[config.mk]
export PLATFORM = sky130hd
export DESIGN_NAME = tt_bnn_xnor_accum
export DESIGN_NICKNAME = d
export VERILOG_FILES = /design/src/rtl/tt_bnn_pkg.sv /design/src/rtl/tt_bnn_xnor_accum_popcount.sv /design/src/rtl/tt_bnn_xnor_accum.sv
export SDC_FILE = /design/constraint.sdc
export NUM_CORES = 1
export LEC_CHECK = 0
export BUFFER_PORTS_ARGS = -buffer_cell sky130_fd_sc_hd__buf_4
export CAP_MARGIN = 20
export CORE_ASPECT_RATIO = 0.7
export CORE_UTILIZATION = 40
export DETAILED_ROUTE_END_ITERATION = 8
export GPL_ROUTABILITY_DRIVEN = 0
export SLEW_MARGIN = 10
export SYNTH_ARGS = -nofsm -noshare
export SYNTH_HDL_FRONTEND = slang
export SYNTH_HIERARCHICAL = 1
export SYNTH_SLANG_ARGS = --single-unit
[constraint.sdc]
create_clock -name clk -period 7 [get_ports clk]
set_input_delay 0.7 -clock clk [delete_from_list [all_inputs] [get_ports clk]]
set_output_delay 0.7 -clock clk [all_outputs]
set_load 0.01 [all_outputs]
[src/rtl/tt_bnn_pkg.sv]
// Shared types and the per-beat bitwise operator for the binarised MAC tile.
package tt_bnn_pkg;

    typedef enum logic [1:0] {
        MODE_AND  = 2'b00,
        MODE_XNOR = 2'b01,
        MODE_XOR  = 2'b10,
        MODE_OR   = 2'b11
    } mode_e;

    typedef enum logic {
        S_ACC = 1'b0,
        S_OUT = 1'b1
    } state_e;

    // Widest word bitop handles; callers zero-extend and truncate the result.
    localparam int unsigned BITOP_MAX_W = 64;

    function automatic logic [BITOP_MAX_W-1:0] bitop(
        input mode_e                  mode,
        input logic [BITOP_MAX_W-1:0] a,
        input logic [BITOP_MAX_W-1:0] w
    );
        logic [BITOP_MAX_W-1:0] r;
        case (mode)
            MODE_AND:  r = a & w;
            MODE_XNOR: r = ~(a ^ w);
            MODE_XOR:  r = a ^ w;
            MODE_OR:   r = a | w;
            default:   r = a & w;
        endcase
        return r;
    endfunction

endpackage

[src/rtl/tt_bnn_xnor_accum_popcount.sv]
// Combinational population count of a W-bit word.
module tt_popcount #(
    parameter int unsigned W = 8
) (
    input  logic [W-1:0]             bits,
    output logic [$clog2(W+1)-1:0]   count
);
    localparam int unsigned CW = $clog2(W+1);

    always_comb begin
        count = '0;
        for (int unsigned i = 0; i < W; i++) begin
            count = count + CW'(bits[i]);
        end
    end
endmodule

[src/rtl/tt_bnn_xnor_accum.sv]
// Bitwise-op/popcount MAC over BEATS beats with saturating accumulator and threshold.
// Optional popcount pipeline register: define TT_BNN_POPCNT_PIPE_EN.
module tt_bnn_xnor_accum
    import tt_bnn_pkg::*;
#(
    parameter int unsigned DATA_W = 8,
    parameter int unsigned BEATS  = 98,
    parameter int unsigned ACC_W  = 10
) (
    input  logic              clk,
    input  logic              rst_n,
    input  logic              ena,
    input  logic              clear,
    input  logic [1:0]        mode,
    input  logic              in_valid,
    output logic              in_ready,
    input  logic [DATA_W-1:0] act,
    input  logic [DATA_W-1:0] wgt,
    input  logic [ACC_W-1:0]  thresh,
    output logic              out_valid,
    input  logic              out_ready,
    output logic [ACC_W-1:0]  out_sum,
    output logic              out_bit,
    output logic              out_sat
);
    localparam int unsigned PC_W  = $clog2(DATA_W+1);
    localparam int unsigned CNT_W = (BEATS > 1) ? $clog2(BEATS) : 1;
    localparam logic [ACC_W-1:0] ACC_MAX   = '1;
    localparam logic [CNT_W-1:0] LAST_BEAT = CNT_W'(BEATS-1);

    state_e            state, state_nx;
    logic [CNT_W-1:0]  beat_cnt;
    logic [ACC_W-1:0]  acc;
    logic              sat;
    mode_e             frame_mode, beat_mode;
    logic [DATA_W-1:0] beat_bits;
    logic [PC_W-1:0]   beat_pc;
    logic              beat_acc, last_acc;
    logic              add_en, add_last;
    logic [PC_W-1:0]   add_pc;
    logic [ACC_W:0]    acc_sum;
    logic              hs_out, latch_res;

    // The first beat of a frame uses the live mode; later beats use the copy taken then.
    assign beat_mode = (beat_cnt == '0) ? mode_e'(mode) : frame_mode;
    assign beat_bits = DATA_W'(bitop(beat_mode, BITOP_MAX_W'(act), BITOP_MAX_W'(wgt)));

    tt_popcount #(.W(DATA_W)) u_popcount (
        .bits  (beat_bits),
        .count (beat_pc)
    );

    assign beat_acc = in_valid & in_ready & ~clear;
    assign last_acc = beat_acc & (beat_cnt == LAST_BEAT);

`ifdef TT_BNN_POPCNT_PIPE_EN
    logic            pipe_valid, pipe_last;
    logic [PC_W-1:0] pipe_pc;

    always_ff @(posedge clk or negedge rst_n) begin
        if (!rst_n) begin
            pipe_valid <= 1'b0;
            pipe_last  <= 1'b0;
            pipe_pc    <= '0;
        end else if (clear) begin
            pipe_valid <= 1'b0;
            pipe_last  <= 1'b0;
        end else if (ena) begin
            pipe_valid <= beat_acc;
            pipe_last  <= last_acc;
            pipe_pc    <= beat_pc;
        end
    end

    assign add_en   = pipe_valid & ena & ~clear;
    assign add_pc   = pipe_pc;
    assign add_last = pipe_last;
    assign in_ready = ena & (state == S_ACC) & ~(pipe_valid & pipe_last);
`else
    assign add_en   = beat_acc;
    assign add_pc   = beat_pc;
    assign add_last = last_acc;
    assign in_ready = ena & (state == S_ACC);
`endif

    assign acc_sum   = {1'b0, acc} + (ACC_W+1)'(add_pc);
    assign hs_out    = ena & ~clear & (state == S_OUT) & out_valid & out_ready;
    assign latch_res = ena & ~clear & (state == S_OUT) & ~out_valid;

    always_ff @(posedge clk or negedge rst_n) begin
        if (!rst_n) state <= S_ACC;
        else        state <= state_nx;
    end

    always_comb begin
        state_nx = state;
        if (clear) begin
            state_nx = S_ACC;
        end else if (ena) begin
            case (state)
                S_ACC:   if (add_en & add_last) state_nx = S_OUT;
                S_OUT:   if (out_valid & out_ready) state_nx = S_ACC;
                default: state_nx = S_ACC;
            endcase
        end
    end

    always_ff @(posedge clk or negedge rst_n) begin
        if (!rst_n) begin
            beat_cnt   <= '0;
            acc        <= '0;
            sat        <= 1'b0;
            frame_mode <= MODE_AND;
        end else if (clear | hs_out) begin
            beat_cnt <= '0;
            acc      <= '0;
            sat      <= 1'b0;
        end else begin
            if (beat_acc) begin
                beat_cnt <= last_acc ? '0 : beat_cnt + CNT_W'(1);
                if (beat_cnt == '0) frame_mode <= beat_mode;
            end
            if (add_en) begin
                if (acc_sum > {1'b0, ACC_MAX}) begin
                    acc <= ACC_MAX;
                    sat <= 1'b1;
                end else begin
                    acc <= acc_sum[ACC_W-1:0];
                end
            end
        end
    end

    always_ff @(posedge clk or negedge rst_n) begin
        if (!rst_n) begin
            out_valid <= 1'b0;
            out_sum   <= '0;
            out_bit   <= 1'b0;
            out_sat   <= 1'b0;
        end else if (clear | hs_out) begin
            out_valid <= 1'b0;
        end else if (latch_res) begin
            out_valid <= 1'b1;
            out_sum   <= acc;
            out_bit   <= (acc >= thresh);
            out_sat   <= sat;
        end
    end

endmodule

==> out/results.tsv <==
metric	value	unit
final hold vios	0	
Worst Max-Slew Pin Slew	630.3	ps
outcome	completed	
endpoint class of the critical path	flop	
Synth Cell Area	2902	µm²
Diodes inserted	0	
Mean Syn Cell Area	9.390	µm²
initial antenna violation count	0	
CP cell instances	inv_1, ha_1, nor3b_2, and2_1, a21oi_4, mux2i_1, a221oi_2, inv_1, fa_1, fa_1, fa_1, inv_1, ha_1, inv_1, fa_1, inv_1, inv_1, fa_1, nand2b_1, a211oi_4, nand3_2, a41o_1, nor2_1	
FF-to-FF path depth	23	
maximum clock frequency	0.1670	GHz
critical path's slowest cell	fa_1	
Startpoint Class	flop	
LEAKAGE	1.766	nW
fin nets	431	
chip height	73.26	µm
Inserted Clock Buffers	5	
CP Class	reg2reg	
register clock-pin slew on the reported worst setup and hold paths	70	ps
post-synth top area share	29.32	%
Slew HR	57.82	%
initial DRC count	59	
clk_lat worst skew	290	ps
cell area after layout	3415	µm²
CTS tree	built	
Seq. cell area	850.8	µm²
H-tree depth	2	
Layout fillers	666	
remaining global-route overflow	0	
Ports	48	
CP max stage delay	500	ps
die area	7604	µm²
Hold Buf Count CTS	0	
# DRC	0	
fraction of layout cells with a size suffix above 1	25.35	%
Synth Instances	309	
Vias/cell	5.085	
Setup Buffers After CTS	0	
post-cts sizing count	0	
pwr dens	215.0	nW/µm²
final max-slew violation count	0	
Async S/R FF share, synth	100.0	%
Util after Layout	49.62	%
Max Cap Viol	0	
hpwl dp	4408	µm
Placed Area	3321	µm²
largest fanout on the critical path	22	
Root Driver	clkbuf_8	
Peak VDD IR	110.0	µV
CP startpoint	beat_cnt[0]$_DFFE_PN0P_	
vias after detailed routing	2283	
RSZ-0062 raised after global routing	no	
Layout area overhead	17.68	%
synth warn	6	
top cells by area, synth	dfrtp_1 29%, ha_1 16%, inv_1 7.8%, mux2_2 7.4%, fa_1 3.4%	
final cell count without fillers	449	
Core Box Area	6882	µm²
overall routed net length	5589	µm
CTS Buffer Depth	2	
Final ANT Viol Nets	0	
Netlist cell types	50	
First-pass DRT Iterations	4	
RR Startpoint	beat_cnt[0]$_DFFE_PN0P_	
register bit total from synthesis	34	
Port Buffers	47	
Final Skew	4.703	ps
area of the multi-input gates	1774	µm²
post-DR wirelength/cell	12.45	µm
Site Rows	25	
clock tree sinks	34	
post-synthesis sequential area ratio	29.32	%
Main synth FF type	dfrtp_1	
Worst EP required	7220	ps
number of global-route vias before repair	2094	
final setup TNS	0	ps
largest net degree at the start of global routing	35	
placed insts	442	
Tightest Hold Check Type	in2async	
total track usage	15.81	%
initial core utilization	42.16	%
cell with the most instances on the worst path	inv_1	
final setup vio count	0	
period utilization	85.54	%
area leader, netlist	dfrtp_1	
Die X	103.8	µm
fin crit period	5988	ps
WP data arrival	6200	ps
Synthesized Nets	384	
EDFF count, synth	0	
global-route wire length before repair	9660	µm
-- state kept, by name (all words and copies together), names as in the netlist --
register and count:
out_sum 10, beat_cnt 7, state 1, out_bit 1, frame_mode 2, acc 10, out_sat 1, out_valid 1
sat 1
-- report_power, final --
group | leakage (nW) | switching (mW) | internal (mW) | total [mW]
sequential | 0.470 | 0.0142 | 0.209 | 0.223
combinational | 1.25 | 0.202 | 0.167 | 0.369
clock | 0.0431 | 0.0663 | 0.0758 | 0.142
-- cell usage in the layout, fill, tap and decap left out, types with 3 or more instances in the layout --
cell,count
xor2_1,3
mux2i_1,7
o21ai_0,20
clkbuf_8,6
dfrtp_1,34
nand2b_1,3
fa_1,5
a211oi_1,4
nand3_1,8
ha_1,36
buf_4,47
inv_1,60
a211o_1,7
and3_1,4
o211ai_2,6
nor2_1,12
a21oi_1,9
nand2_1,18
mux2_2,19
o211ai_1,8
-- per-layer routing --
metal  wire length [µm]  GRT usage, %  vias up
met1               3052         23.33     1048
met4                 42         3.333        0
met3                231         3.815        7
li1                   -             -     1174
met5                  0             0        -
met2               2263         23.42       54
-- layout make-up --
cell class / count / area share (%)
multi-input cells: 207 / 51.96
clock buffers: 6 / 2.418
repair buffers: 48 / 10.66
well taps: 94 / 3.444
flip-flops and latches: 34 / 24.92
inverters: 60 / 6.596
-- synthesized netlist by cell type (6+ instances only) --
cell	number
a211o_1	7
a21oi_1	9
dfrtp_1	34
ha_1	36
inv_1	60
mux2_2	19
mux2i_1	7
nand2_1	18
nand3_1	8
nor2_1	12
o211ai_1	8
o211ai_2	6
o21ai_0	20
-- worst max-delay path: cells and delay by family, from the launching register on --
kind                     cells  cell delay (ps)
AO/OA/AOI/OAI                4             1370
adder cells (fa/ha/maj)      7             2610
buffers and inverters        6              410
flip-flops                   1              440
multiplexers                 1              170
AND/OR/NAND/NOR              5              930
-- per-stage QoR --
stage               total power, mW  hold WS (ps)  setup WS [ps]
floorplan                    0.5187         404.4           1516
global placement             0.5953         472.5           1238
detailed placement           0.5978         480.9           1044
CTS                          0.7422         373.4           1010
global route                 0.8116         391.1          699.0
finish                       0.7340         348.3           1012
-- final timing paths --
| check | to | slack, ps |
|---|---|---|
| worst max-delay path | acc[7]$_DFFE_PN0P_ | 1010 |
| worst min-delay path | out_sum[6]$_DFFE_PN0P_ | 350 |
| worst max register to register | acc[7]$_DFFE_PN0P_ | 1010 |
| worst min register to register | frame_mode[0]$_DFFE_PN0P_ | 490 |
| max in group asynchronous | beat_cnt[2]$_DFFE_PN0P_ | 6330 |
| min in group clk | frame_mode[0]$_DFFE_PN0P_ | 490 |
-- kinds of logic after synthesis --
family | share of synthesized area (%)
buffers and inverters | 9.702
and+or+nand+nor | 10.65
DFF | 29.32
xor gates and xnor gates | 1.208
adders and majority gates | 18.97
AOI/OAI and AO/OA | 20.35
muxes | 9.789
(Power assumes the default switching activity.)
